### src/rtl/tray_controller.sv
// tray_controller: runs the three-slot block tray (generate, fit scan, cursor, place handshake)
// and raises game_over when no free shape fits the board.
module tray_controller #(
    parameter int BLOCK_W     = 64,
    parameter int GEN_LATENCY = 1,
    parameter int ACK_TIMEOUT = 255
) (
    input  logic               clk,
    input  logic               resetn,
    input  logic               start,
    output logic               gen_new,
    input  logic [BLOCK_W-1:0] gen_block1,
    input  logic [BLOCK_W-1:0] gen_block2,
    input  logic [BLOCK_W-1:0] gen_block3,
    input  logic               sel_left,
    input  logic               sel_right,
    input  logic               sel_confirm,
    output logic [1:0]         cur_slot,
    output logic [BLOCK_W-1:0] cur_block,
    output logic [2:0]         used_mask,
    output logic               place_req,
    output logic [BLOCK_W-1:0] place_block,
    input  logic               place_ack,
    input  logic               place_nack,
    output logic               fit_req,
    output logic [BLOCK_W-1:0] fit_block,
    input  logic               fit_valid,
    input  logic               fit_ok,
    output logic               game_over,
    output logic               busy
);
    localparam int TW_A = $clog2(ACK_TIMEOUT + 1);
    localparam int TW_G = $clog2(GEN_LATENCY + 1);
    localparam int TW_M = (TW_A > TW_G) ? TW_A : TW_G;
    localparam int TW   = (TW_M > 8) ? TW_M : 8;

    localparam logic [2:0] S_IDLE   = 3'd0;
    localparam logic [2:0] S_GEN    = 3'd1;
    localparam logic [2:0] S_WAIT   = 3'd2;
    localparam logic [2:0] S_LOAD   = 3'd3;
    localparam logic [2:0] S_CHECK  = 3'd4;
    localparam logic [2:0] S_SELECT = 3'd5;
    localparam logic [2:0] S_PLACE  = 3'd6;
    localparam logic [2:0] S_OVER   = 3'd7;

    logic [2:0]         state_q, state_d;
    logic [1:0]         cur_q, cur_d;
    logic [2:0]         used_q, used_d;
    logic [1:0]         chk_q, chk_d;
    logic               gap_q, gap_d;
    logic [TW-1:0]      timer_q, timer_d;
    logic [BLOCK_W-1:0] tray_q [3];
    logic [BLOCK_W-1:0] tray_d [3];
    logic [2:0]         above;
    logic [2:0]         placed;
    logic               tmo;

    function automatic logic [1:0] lowest_free(input logic [2:0] m);
        return !m[0] ? 2'd0 : (!m[1] ? 2'd1 : 2'd2);
    endfunction

    function automatic logic [1:0] step(input logic [1:0] s, input logic right);
        return right ? ((s == 2'd2) ? 2'd0 : s + 2'd1) : ((s == 2'd0) ? 2'd2 : s - 2'd1);
    endfunction

    // Nearest free slot in the given direction; stays put when no other slot is free.
    function automatic logic [1:0] next_free(input logic [1:0] s, input logic [2:0] m, input logic right);
        logic [1:0] a;
        logic [1:0] b;
        a = step(s, right);
        b = step(a, right);
        return !m[a] ? a : (!m[b] ? b : s);
    endfunction

    always_comb begin
        state_d = state_q;
        cur_d   = cur_q;
        used_d  = used_q;
        chk_d   = chk_q;
        gap_d   = 1'b0;
        tray_d  = tray_q;
        above   = ~used_q & (3'b110 << chk_q);
        placed  = used_q | (3'b001 << cur_q);
        tmo     = timer_q == TW'(ACK_TIMEOUT);
        case (state_q)
            S_IDLE, S_OVER: begin
                if (start) begin
                    state_d = S_GEN;
                    used_d  = '0;
                end
            end
            S_GEN: state_d = S_WAIT;
            S_WAIT: begin
                if (int'(timer_q) + 1 >= GEN_LATENCY) state_d = S_LOAD;
            end
            S_LOAD: begin
                tray_d[0] = gen_block1;
                tray_d[1] = gen_block2;
                tray_d[2] = gen_block3;
                used_d    = '0;
                cur_d     = 2'd0;
                chk_d     = 2'd0;
                state_d   = S_CHECK;
            end
            S_CHECK: begin
                // gap_q is the idle cycle between two fit requests
                if (!gap_q) begin
                    if (fit_valid && fit_ok) begin
                        state_d = S_SELECT;
                        cur_d   = used_q[cur_q] ? lowest_free(used_q) : cur_q;
                    end else if (fit_valid || tmo) begin
                        if (above == 3'b000) begin
                            state_d = S_OVER;
                        end else begin
                            chk_d = lowest_free(~above);
                            gap_d = 1'b1;
                        end
                    end
                end
            end
            S_SELECT: begin
                if (sel_confirm) state_d = S_PLACE;
                else if (sel_left ^ sel_right) cur_d = next_free(cur_q, used_q, sel_right);
            end
            S_PLACE: begin
                if (place_ack) begin
                    used_d  = placed;
                    chk_d   = lowest_free(placed);
                    state_d = (&placed) ? S_GEN : S_CHECK;
                end else if (place_nack || tmo) begin
                    state_d = S_SELECT;
                end
            end
        endcase
        timer_d = (busy && state_d == state_q && !gap_d && !gap_q) ? timer_q + 1'b1 : '0;
    end

    always_ff @(posedge clk or negedge resetn) begin
        if (!resetn) begin
            state_q <= S_IDLE;
            cur_q   <= 2'd0;
            used_q  <= 3'b000;
            chk_q   <= 2'd0;
            gap_q   <= 1'b0;
            timer_q <= '0;
            tray_q  <= '{default: '0};
        end else begin
            state_q <= state_d;
            cur_q   <= cur_d;
            used_q  <= used_d;
            chk_q   <= chk_d;
            gap_q   <= gap_d;
            timer_q <= timer_d;
            tray_q  <= tray_d;
        end
    end

    assign gen_new     = state_q == S_GEN;
    assign fit_req     = (state_q == S_CHECK) && !gap_q;
    assign fit_block   = tray_q[chk_q];
    assign place_req   = state_q == S_PLACE;
    assign place_block = tray_q[cur_q];
    assign cur_slot    = cur_q;
    assign used_mask   = used_q;
    assign cur_block   = used_q[cur_q] ? '0 : tray_q[cur_q];
    assign game_over   = state_q == S_OVER;
    assign busy        = !(state_q == S_SELECT || state_q == S_IDLE || state_q == S_OVER);
endmodule
### config.mk
export PLATFORM = sky130hd
export DESIGN_NAME = tray_controller
export DESIGN_NICKNAME = d
export VERILOG_FILES = /design/src/rtl/tray_controller.sv
export SDC_FILE = /design/constraint.sdc
export NUM_CORES = 1
export LEC_CHECK = 0
export ABC_AREA = 1
export CAP_MARGIN = 25
export CELL_PAD_IN_SITES_DETAIL_PLACEMENT = 1
export CELL_PAD_IN_SITES_GLOBAL_PLACEMENT = 1
export CORE_MARGIN = 2
export CORE_UTILIZATION = 32
export CTS_CLUSTER_DIAMETER = 80
export DETAILED_ROUTE_END_ITERATION = 7
export PLACE_DENSITY = 0.82
export REMOVE_ABC_BUFFERS = 1
export SLEW_MARGIN = 25
export SYNTH_ARGS = -nofsm -noshare
export SYNTH_HDL_FRONTEND = slang
export SYNTH_SLANG_ARGS = --single-unit
### constraint.sdc
create_clock -name clk -period 4 [get_ports clk]
set_input_delay 0.8 -clock clk [delete_from_list [all_inputs] [get_ports clk]]
set_output_delay 0.8 -clock clk [all_outputs]
set_load 0.01 [all_outputs]
# Word-level counts from Yosys, hierarchy flattened
# Index checks and enable logic that the tools add are counted.
# totals
regBits,211
in_bits,202
output_inout_bits,202
elab_cells,135
# op_classes
addsub,6
order_cmp,6
eq_ne,22
n_shift,2
muxes,59
n_bitwise,7
reduce_logical,24
# ops
operator,n
$mux W64,5
$bmux W64 S2,2
$mux W2,24
$mux W3,12
$pmux W3 S7,1
$ne A2 B2 Y1 const B,8
$eq A3 B3 Y1 const B,4
$pmux W2 S3,2
$add A8 B1 Y9 const B,1
$ge A9 B1 Y1 const B,1
$lt A2 B3 Y1 const B,3
$pmux W3 S3,1
$reduce_bool A3 Y1,3
$add A8 B1 Y8 const B,1
$eq A8 B8 Y1 const B,1
$mux W1,8
$mux W8,1
$reduce_and A7 Y1,1
$bmux W1 S2,3
$eq A3 B2 Y1 const B,2
$ge A3 B3 Y1 const B,2
$logic_not A3 Y1,2
$not A2 Y3,2
$reduce_and A3 Y1,2
20 further kinds,34

# Longest topological paths before layout
# Gate-level depths: netlist of run 1.
# logic_depth
depth_word,13
depth_mapped,20
ltp_nobuf,17

# Worst setup path after synthesis of run 1
# OpenSTA, ideal clock, no wires.
# synth_timing
kind,reg2reg
startpoint,"register cur_q[0], in the netlist cur_slot[0]"
endpoint,"register cur_q[0], in the netlist cur_slot[0]"
setup_time_ps,118
arrival_time_ps,2771
t_required_ps,3882
slack_ps,1111
stages_incl_launch_ff,21
path_buffers,3
synth_period_minus_slack_ps,2889
cell_sequence,dfrtp_1 > inv_1 > buf_2 > buf_2 > clkbuf_1 > ha_1 > inv_1 > o21ai_2 > inv_1 > ha_1 > inv_1 > o21ai_0 > inv_1 > o21ai_0 > o21ai_0 > nand2_1 > o21ai_0 > nand2_1 > nand2_1 > nand2_1 > nand2_1
# synth_between
elab_chain_len,11
elab_cells_between_ends,28
classes_between,4 x add/sub; 4 x eq/ne; 17 x mux; 3 x reduce/logical
# synth_lines
item,line,source
from (decl),47,"logic [1:0] cur_q, cur_d;"
from (signal assigned),149,cur_q <= cur_d;
"parallel branches: the longest is 11 deep, another holds $sub A2 B1 Y2",--,
# Parallel ways; which one is timed is not known. The select of a mux whose other input is x is not followed.
# A chain may end at the register's enable or synchronous reset.

# Final worst setup path of run 1
# layout_timing
startpoint,register chk_q[1]
endpoint,output port fit_block[60]
# layout_between
elab_chain_len,4
# layout_lines
item,line,source
from (decl),49,"logic [1:0] chk_q, chk_d;"
from (signal assigned),151,chk_q <= chk_d;
$not A2 Y3 (not written as such),160,assign fit_block = tray_q[chk_q];
$bmux W64 S2,160,
$mux W64 (not written as such) (2 in a row),160,
to (decl),26,"output logic [BLOCK_W-1:0] fit_block,"
# Every way passes these cells. The select of a mux whose other input is x is not followed.

==> results.yml, run 1 <==
layout:
  post_route_cells_drive_above_1_share: 0.04393
  nets: 2194
  final_common_cell: "clkdlybuf4s50_1"
  multi_input_comb_area_sq_mm: 0.005130
  area_growth_pct: 45.52
  regArea_sq_mm: 0.005283
  final_cell_mix: "clkdlybuf4s50_1, nand2_1, o21ai_0"
  instances_no_fill: 2477
  fillers: 4469
setup_path:
  r2r-start: "cur_slot[1]"
  cp_slowest_cell: "buf_4"
  endpoint_kind: "primary output"
  worstPathCellList: "buf_4, a21oi_1, o21ai_0, o21ai_0, clkdlybuf4s50_1"
  crit_type: "reg -> out"
  cp.arrival_ns: 2.77
  max_stage_delay_ns: 0.70
  startpoint_type: "flip-flop"
  cpMostUsedCell: "o21ai_0"
  worstPathRequired_ns: 3.20
  worstSetupStartpoint: "chk_q[1]"
  path_max_fanout: 66
detailed_routing:
  via_per_inst: 4.970
  vias: 12310
  routed_wirelength_microns: 45290
  drtIter0Drc: 490
  ant_nets: 0
  wl_per_cell_microns: 18.29
  drc: 0
  drt-pass1-iter-count: 4
timing:
  worst_pin_slew_ns: 1.006
  fin_crit_ns: 3.567
  final_max_slew_viol_count: 0
  fin_ws_ns: 0.4327
  finalSetupViolCount: 0
  period_share: 0.8918
  hold_slack_ns: 0.3038
  finalHoldViolCount: 0
  max_freq_mhz: 280.3
  relSlewSlack: 0.3296
  skew_ns: 0.01582
  grt_setup_unrepaired: "false"
clocking:
  clkLatencyLatePin_ns: 0.54
  cts_sinks: 211
  path_clk_slew_ns: 0.06
  cts_repair_resize_count: 0
  cts.path.max_buffers: 3
  clockRootBuffer: "clkbuf_16"
  cts_hold_buf: 0
  cts_tree: "built"
  cts_buffers: 26
  ctsHtreeMaxLevel: 1
  cts_setup_buffers: 0
logic_synthesis:
  synth_compound_area_frac: 0.2471
  yosys_warnings: 0
  synth.avg_cell_area_sq_um: 7.137
  synthSimpleGateAreaFrac: 0.1793
  syn_area_sq_mm: 0.01175
  synth_flop_cell: "dfrtp_1"
  synthDistinctLibCells: 31
  yosysSeqAreaShare: 0.4495
  synth_edf_count: 0
  synthAdderAreaFrac: 0.008521
  synth_top_area_cell: "dfrtp_1"
  synth_top_area_frac: 0.4495
  syn_inst: 1646
  synthArstFlopShare: 1.000
  synth_area_leaders: "dfrtp_1, o21ai_0, nand2_1"
  synth_top_family_by_area: "compound AO/OA/AOI/OAI gates"
  synthMuxAreaShare: 0
  synth-xor-area-share: 0
  synth-seq-cells: 211
worst_hold_path:
  min_path_type: "in -> async"
global_routing:
  grt_max_degree: 173
  grtUsageMet1: 0.2866
  grt-busiest-layer: "met2"
  track_usage: 0.2343
  gr-total-overflow: 0
  use_met3: 0.03903
  antenna_found_initial: 6
  grt_pass1_wl_microns: 72010
  grt_pass1_vias: 13330
  grtUsageMet2: 0.4202
floorplanning:
  placeableCoreArea_sq_mm: 0.03635
  pin_count: 404
  die_w_microns: 195.6
  die_h_microns: 195.6
  rows: 70
  die_area_sq_mm: 0.03826
  start_util: 0.3232
place:
  io_buffers: 403
  place_hpwl_microns: 30530
  place_ws_ns: 0.7376
  dpl.cell_count: 2424
  gp_congestion: 0.8471
flow_run:
  drv_cap: 0
status:
  status: "complete, no violations"
pwr:
  p_leak_nw: 7.781
  power_density_mw_per_mm2: 969.1
  ir_drop_uv: 521.6
  finalPower_mw: 16.57
==> per-layer routing <==
layer / vias to the layer above / share of wire
li1: 5899 / -
met1: 6004 / 0.42
met2: 333 / 0.50
met3: 74 / 0.051
met4: 0 / 0.026
met5: - / 0
==> synth_stat cells, types with 2 or more instances <==
library cell / instances
o31ai_1: 2
nand2_2: 5
nand3_1: 19
ha_1: 8
nand2_1: 400
dfrtp_1: 211
inv_1: 236
clkbuf_1: 58
nor2_4: 3
nor2_2: 2
o21ai_0: 335
buf_6: 2
nor2_1: 99
a21oi_1: 136
buf_2: 27
nand3b_1: 2
inv_2: 5
o21a_1: 65
buf_1: 19
==> final cells by class <==
| type | count | area share |
|---|---|---|
| Clock buffer | 37 | 0.04757 |
| Antenna cell | 6 | 0.0008783 |
| Multi-Input combinational cell | 1087 | 0.3001 |
| Timing Repair Buffer | 417 | 0.2490 |
| Sequential cell | 211 | 0.3090 |
| Inverter | 241 | 0.05321 |
| Tap cell | 468 | 0.03425 |
| Clock inverter | 10 | 0.006002 |
==> path summary, 6_finish.rpt <==
| check | end | slack, ns | cells past startpoint |
|---|---|---|---|
| max | fit_block[60] | 0.43 | 5 |
| min | tray_q[186] | 0.30 | 1 |
| max reg2reg | cur_slot[1] | 0.81 | 17 |
| min reg2reg | gap_q | 0.46 | 1 |
| max in group asynchronous | tray_q[125] | 2.84 | 2 |
| min in group clk | gap_q | 0.46 | 1 |
==> registers in the layout, indices dropped and copies added, names as in the netlist <==
signal,flops
cur_slot,2
chk_q,2
tray_q,192
gap_q,1
state_q,3
timer_q,8
used_mask,3
==> stage by stage <==
| stage | area (sq um) | setup TNS, ns | utilization |
|---|---|---|---|
| 2_1_floorplan | 11290 | -815.65 | - |
| 3_3_place_gp | 16160 | 0 | 0.4447 |
| 3_5_place_dp | 16160 | 0 | 0.4447 |
| 4_1_cts | 17080 | 0 | 0.4699 |
| 5_1_grt | 17090 | 0 | 0.4703 |
| 6_report | 17100 | 0 | 0.4703 |
==> cells by family after synthesis <==
group           count (synthesis)
simple gates                  535
fa+ha+maj                       8
compound gates                544
buf+inv                       348
flops                         211
==> worst max-delay path: cells and delay by family (launching register included) <==
kind                   cells  cell delay [ns]
AO/OA/AOI/OAI              3             0.49
buffers and inverters      2             1.26
flip-flops                 1             0.36
==> power by group <==
group,total (mW),switching (mW),internal (mW)
clock network,2.50,0.967,1.53
logic,10.4,5.56,4.86
registers,3.65,0.489,3.16
total,16.6,7.02,9.55
Note: power is estimated with default switching activity, not from simulation.
==> run 2: changes to the inputs <==
--- a/config.mk
+++ b/config.mk
@@ -9,7 +9,6 @@
 export CAP_MARGIN = 25
 export CELL_PAD_IN_SITES_DETAIL_PLACEMENT = 1
 export CELL_PAD_IN_SITES_GLOBAL_PLACEMENT = 1
-export CORE_MARGIN = 2
 export CORE_UTILIZATION = 32
 export CTS_CLUSTER_DIAMETER = 80
 export DETAILED_ROUTE_END_ITERATION = 7
==> run 2 against run 1 <==
Worst hold slack lost 0.050 ns; wire length increased by 1.3%; critical endpoint is now cur_block[10]; largest cell class unchanged; flip-flop and latch count is the same; critical path type unchanged; register-to-register slack better by 0.26 ns; power grew 0.10%; clock power down 2%.
==> results.yml, run 2 (synthesis gave the netlist of run 1 again) <==
status:
  status: "complete, no violations"
timing:
  max_freq_mhz: 273.4
  finalSetupViolCount: 0
  relSlewSlack: 0.4581
  grt_setup_unrepaired: "false"
  finalHoldViolCount: 0
  fin_crit_ns: 3.657
  worst_pin_slew_ns: 0.8128
  period_share: 0.9143
  fin_ws_ns: 0.3430
  skew_ns: 0.01257
  final_max_slew_viol_count: 0
detailed_routing:
  drt-pass1-iter-count: 4
  drc: 0
  wl_met3_microns: 2379
  wl_met2_microns: 22940
  vias: 12400
  wl_met1_microns: 19380
  via_per_inst: 5.008
  routed_wirelength_microns: 45880
  ant_nets: 0
  wl_per_cell_microns: 18.53
  drtIter0Drc: 573
  top_layer: "met4"
worst_hold_path:
  min_path_type: "in -> async"
layout:
  post_route_cells_drive_above_1_share: 0.04523
  largest_register_ffs: 192
  instances_no_fill: 2476
  regMostFlops: "tray_q"
  fillers: 4387
  area_growth_pct: 45.45
  final_cell_mix: "clkdlybuf4s50_1, nand2_1, o21ai_0"
  top_regs: "tray_q x192, timer_q x8"
  nets: 2201
  final_common_cell: "clkdlybuf4s50_1"
floorplanning:
  die_area_sq_mm: 0.03748
  pin_count: 404
  rows: 69
  die_h_microns: 193.6
  placeableCoreArea_sq_mm: 0.03583
  start_util: 0.3279
  die_w_microns: 193.6
clocking:
  cts_sinks: 211
  clockRootBuffer: "clkbuf_16"
  cts.path.max_buffers: 3
  cts_hold_buf: 0
  cts_buffers: 27
  clkLatencyLatePin_ns: 0.54
  cts_repair_resize_count: 0
  path_clk_slew_ns: 0.06
  cts_tree: "built"
  ctsHtreeMaxLevel: 1
  cts_setup_buffers: 0
setup_path:
  rr_worst_depth: 17
  startpoint_type: "flip-flop"
  path_max_fanout: 30
  worstPathRequired_ns: 3.20
  worstPathCellList: "inv_4, nor2_1, o22ai_4, buf_4, nor2_1, clkdlybuf4s50_1"
  cp_slowest_cell: "clkdlybuf4s50_1"
  endpoint_kind: "primary output"
  cp.arrival_ns: 2.86
  max_stage_delay_ns: 0.51
  cpMostUsedCell: "nor2_1"
  crit_type: "reg -> out"
pwr:
  ir_drop_uv: 472.0
  p_leak_nw: 7.785
  power_density_mw_per_mm2: 970.6
global_routing:
  grt_pass1_wl_microns: 73510
  grt_max_degree: 175
  antenna_found_initial: 3
  gr-total-overflow: 0
  grt_pass1_vias: 13250
  track_usage: 0.2440
place:
  place_ws_ns: 0.6796
  place_hpwl_microns: 31170
  gp_congestion: 0.8421
  io_buffers: 403
  dpl.cell_count: 2423
flow_run:
  drv_cap: 0
[run 2: final timing paths]
kind / startpoint / endpoint / slack (ns)
worst max-delay path: cur_slot[0] / cur_block[10] / 0.34
worst min-delay path: resetn / tray_q[44] / 0.25
worst max register to register: cur_slot[1] / cur_slot[0] / 1.07
worst min register to register: gap_q / gap_q / 0.48
max in group asynchronous: resetn / tray_q[51] / 2.88
min in group clk: gap_q / gap_q / 0.48
[run 2: worst max-delay path: cells and delay by family (launching register included)]
kind | cells | cell delay (ns)
AND/OR/NAND/NOR | 2 | 0.24
flip-flops | 1 | 0.45
buffers and inverters | 3 | 1.25
AO/OA/AOI/OAI | 1 | 0.36
[run 2: per-layer routing]
layer	track usage	vias to the layer above
met5	0	-
met4	0.06933	0
met3	0.03957	73
met2	0.4378	358
met1	0.3000	6046
li1	-	5922
[run 2: final cells by class]
cell class              instances  area [sq um]  share of cell area
repair buffers                423          4289              0.2510
multi-input cells            1087          5130              0.3002
clock inverters                 9         80.08            0.004687
diodes                          3         7.507           0.0004394
inverters                     241         912.1             0.05338
flip-flops and latches        211          5283              0.3092
well taps                     461         576.8             0.03376
clock buffers                  41         808.3             0.04731
[run 2: power by group]
part	leakage (nW)	internal, mW	switching [mW]
clock	0.440	1.45	0.991
sequential	2.59	3.16	0.522
combinational	4.76	4.88	5.58
total	7.79	9.49	7.09
[run 2: stage by stage]
step	instance area (sq um)	total power [mW]	hold WS (ns)	TNS (ns)	utilization
3_5_place_dp	16190	14.15	0.4708	0	0.4519
5_1_grt	17090	17.87	0.2795	0	0.4769
3_3_place_gp	16190	13.80	0.4497	0	0.4518
4_1_cts	17080	16.74	0.2533	0	0.4767
2_1_floorplan	11290	8.707	0.4243	-815.65	-
6_report	17090	16.58	0.2537	0	0.4769
==> run 3: changes to the inputs <==
--- a/config.mk
+++ b/config.mk
@@ -9,10 +9,10 @@
 export CAP_MARGIN = 25
 export CELL_PAD_IN_SITES_DETAIL_PLACEMENT = 1
 export CELL_PAD_IN_SITES_GLOBAL_PLACEMENT = 1
-export CORE_UTILIZATION = 32
+export CORE_UTILIZATION = 29
 export CTS_CLUSTER_DIAMETER = 80
 export DETAILED_ROUTE_END_ITERATION = 7
-export PLACE_DENSITY = 0.82
+export PLACE_DENSITY = 0.78
 export REMOVE_ABC_BUFFERS = 1
 export SLEW_MARGIN = 25
 export SYNTH_ARGS = -nofsm -noshare
==> constraint.sdc (replaced) <==
create_clock -name clk -period 3 [get_ports clk]
set_input_delay 0.6 -clock clk [delete_from_list [all_inputs] [get_ports clk]]
set_output_delay 0.6 -clock clk [all_outputs]
set_load 0.01 [all_outputs]
==> run 3 against run 2 <==
Cell area up 4.4%; register-to-register slack worse by 0.78 ns; worst hold slack worse by 0.23 ns; critical path depth down 1; flip-flop and latch count unchanged; cell count up 3.8%; global-route usage down 1.1 points; worst setup slack worse by 0.33 ns; clock skew up 0.0025 ns; first-iteration DRC count up 10%; critical path type unchanged; largest cell class unchanged; highest routed layer is now met5.
==> results.yml, run 3 (synthesis gave the netlist of run 1 again) <==
global_routing:
  track_usage: 0.2326
  grt_pass1_wl_microns: 75380
  gr-total-overflow: 0
  grt_max_degree: 170
  antenna_found_initial: 3
  grt_pass1_vias: 13220
pwr:
  seq_power_share: 0.220
  ir_drop_uv: 645.6
  p_leak_nw: 9.011
  pwr-share-clk: 0.144
  p_sw_frac: 0.4367
  p_switching_mw: 9.725
  pwr-share-comb: 0.636
  internal_power_mw: 12.54
  finalPower_mw: 22.27
  power_density_mw_per_mm2: 1248
setup_path:
  path_max_fanout: 65
  startpoint_type: "flip-flop"
  cp.arrival_ns: 2.39
  rrSetupSlack_ns: 0.29
  worstPathRequired_ns: 2.40
  crit_type: "reg -> out"
  endpoint_kind: "primary output"
timing:
  worst_pin_slew_ns: 0.7079
  fin_crit_ns: 2.991
  fin_ws_ns: 0.009240
  grt_setup_unrepaired: "true"
  max_freq_mhz: 334.4
  final_max_slew_viol_count: 0
  skew_ns: 0.01504
  finalHoldViolCount: 0
  hold_slack_ns: 0.02396
  setup_tns_ns: 0
  relSlewSlack: 0.5281
  finalSetupViolCount: 0
  period_share: 0.9969
place:
  place_ws_ns: 0.1681
  placed_area_sq_mm: 0.01634
  dpl.cell_count: 2496
  io_buffers: 403
  place_hpwl_microns: 31660
  gp_congestion: 0.8456
layout:
  final_common_cell: "nand2_1"
  final_cell_mix: "nand2_1, o21ai_0, clkdlybuf4s50_1"
  fillers: 4848
  post_route_cells_drive_above_1_share: 0.06706
  design_area_sq_mm: 0.01784
  nets: 2233
  largest_register_ffs: 192
  final_util: 0.4480
  instances_no_fill: 2570
  area_growth_pct: 51.87
  top_regs: "tray_q x192, timer_q x8"
  regMostFlops: "tray_q"
clocking:
  cts_hold_buf: 0
  cts_tree: "built"
  path_clk_slew_ns: 0.06
  cts.path.max_buffers: 3
  ctsHtreeMaxLevel: 1
  cts_buffers: 27
  clkLatencyLatePin_ns: 0.55
  clockRootBuffer: "clkbuf_16"
  cts_sinks: 211
detailed_routing:
  via_per_inst: 4.901
  routed_wirelength_microns: 49490
  drtIter0Drc: 633
  drc: 0
  ant_nets: 0
  vias: 12600
  wl_per_cell_microns: 19.26
  drt-pass1-iter-count: 5
worst_hold_path:
  min_path_type: "in -> async"
floorplanning:
  rows: 73
  die_area_sq_mm: 0.04132
  die_w_microns: 203.3
  placeableCoreArea_sq_mm: 0.03982
  pin_count: 404
  die_h_microns: 203.3
  start_util: 0.2950
flow_run:
  drv_cap: 0
status:
  status: "complete, no violations"
-- run 3: cell count changes in the layout (fill, tap and decap cells not counted), sizes merged, moves of 3 or more --
cell | before | now
clkdlybuf4s50 | 402 | 286
buf | 21 | 52
clkbuf | 41 | 44
dlymetal6s2s | 0 | 79
dlygate4sd2 | 0 | 37
-- run 3: final timing paths --
kind                              from            end  cells past startpoint
max reg2reg                cur_slot[0]    cur_slot[0]                     18
min in group clk                 gap_q          gap_q                      1
min                             resetn     tray_q[44]                      1
max                           chk_q[0]  fit_block[54]                      5
min reg2reg                      gap_q          gap_q                      1
max in group asynchronous       resetn     tray_q[47]                      2
-- run 3: timing repair --
item / in CTS / in global routing
endpoints found under the setup margin: 183 / 99
gates cloned: 5 / 1
setup buffers: 10 / 7
pin swaps: 0 / 0
gates resized for setup: 64 / 111
-- run 3: metal layers --
metal / share of wire / track usage / up-vias
li1: - / - / 5985
met1: 0.43 / 0.2926 / 6176
met2: 0.49 / 0.4061 / 355
met3: 0.057 / 0.03915 / 77
met4: 0.026 / 0.06901 / 2
met5: 0.00026 / 0 / -
-- run 3: critical path: stages, from the launching register on --
cell	delay [ns]
dfrtp_1	0.41
inv_4	0.15
buf_16	0.27
o21ai_0	0.21
o21ai_0	0.13
clkdlybuf4s50_1	0.57
-- run 3: cell type report --
cell class,count,area [sq um],area share
Timing Repair Buffer,455,4918,0.2757
Clock buffer,43,845.8,0.04741
Antenna cell,2,5.005,0.0002805
Multi-Input combinational cell,1087,5179,0.2903
Sequential cell,211,5288,0.2964
Clock inverter,6,33.78,0.001894
Tap cell,525,656.9,0.03682
Inverter,241,914.6,0.05127
-- run 3: power by group through the flow --
stage	Sequential [mW]	Combinational, mW	Clock [mW]
4_1_cts	4.87	14.3	3.29
2_1_floorplan	4.83	6.78	0
5_1_grt	5.04	15.5	3.41
3_5_place_dp	4.92	14.0	0
6_report	4.89	14.2	3.21
3_3_place_gp	4.83	13.6	0
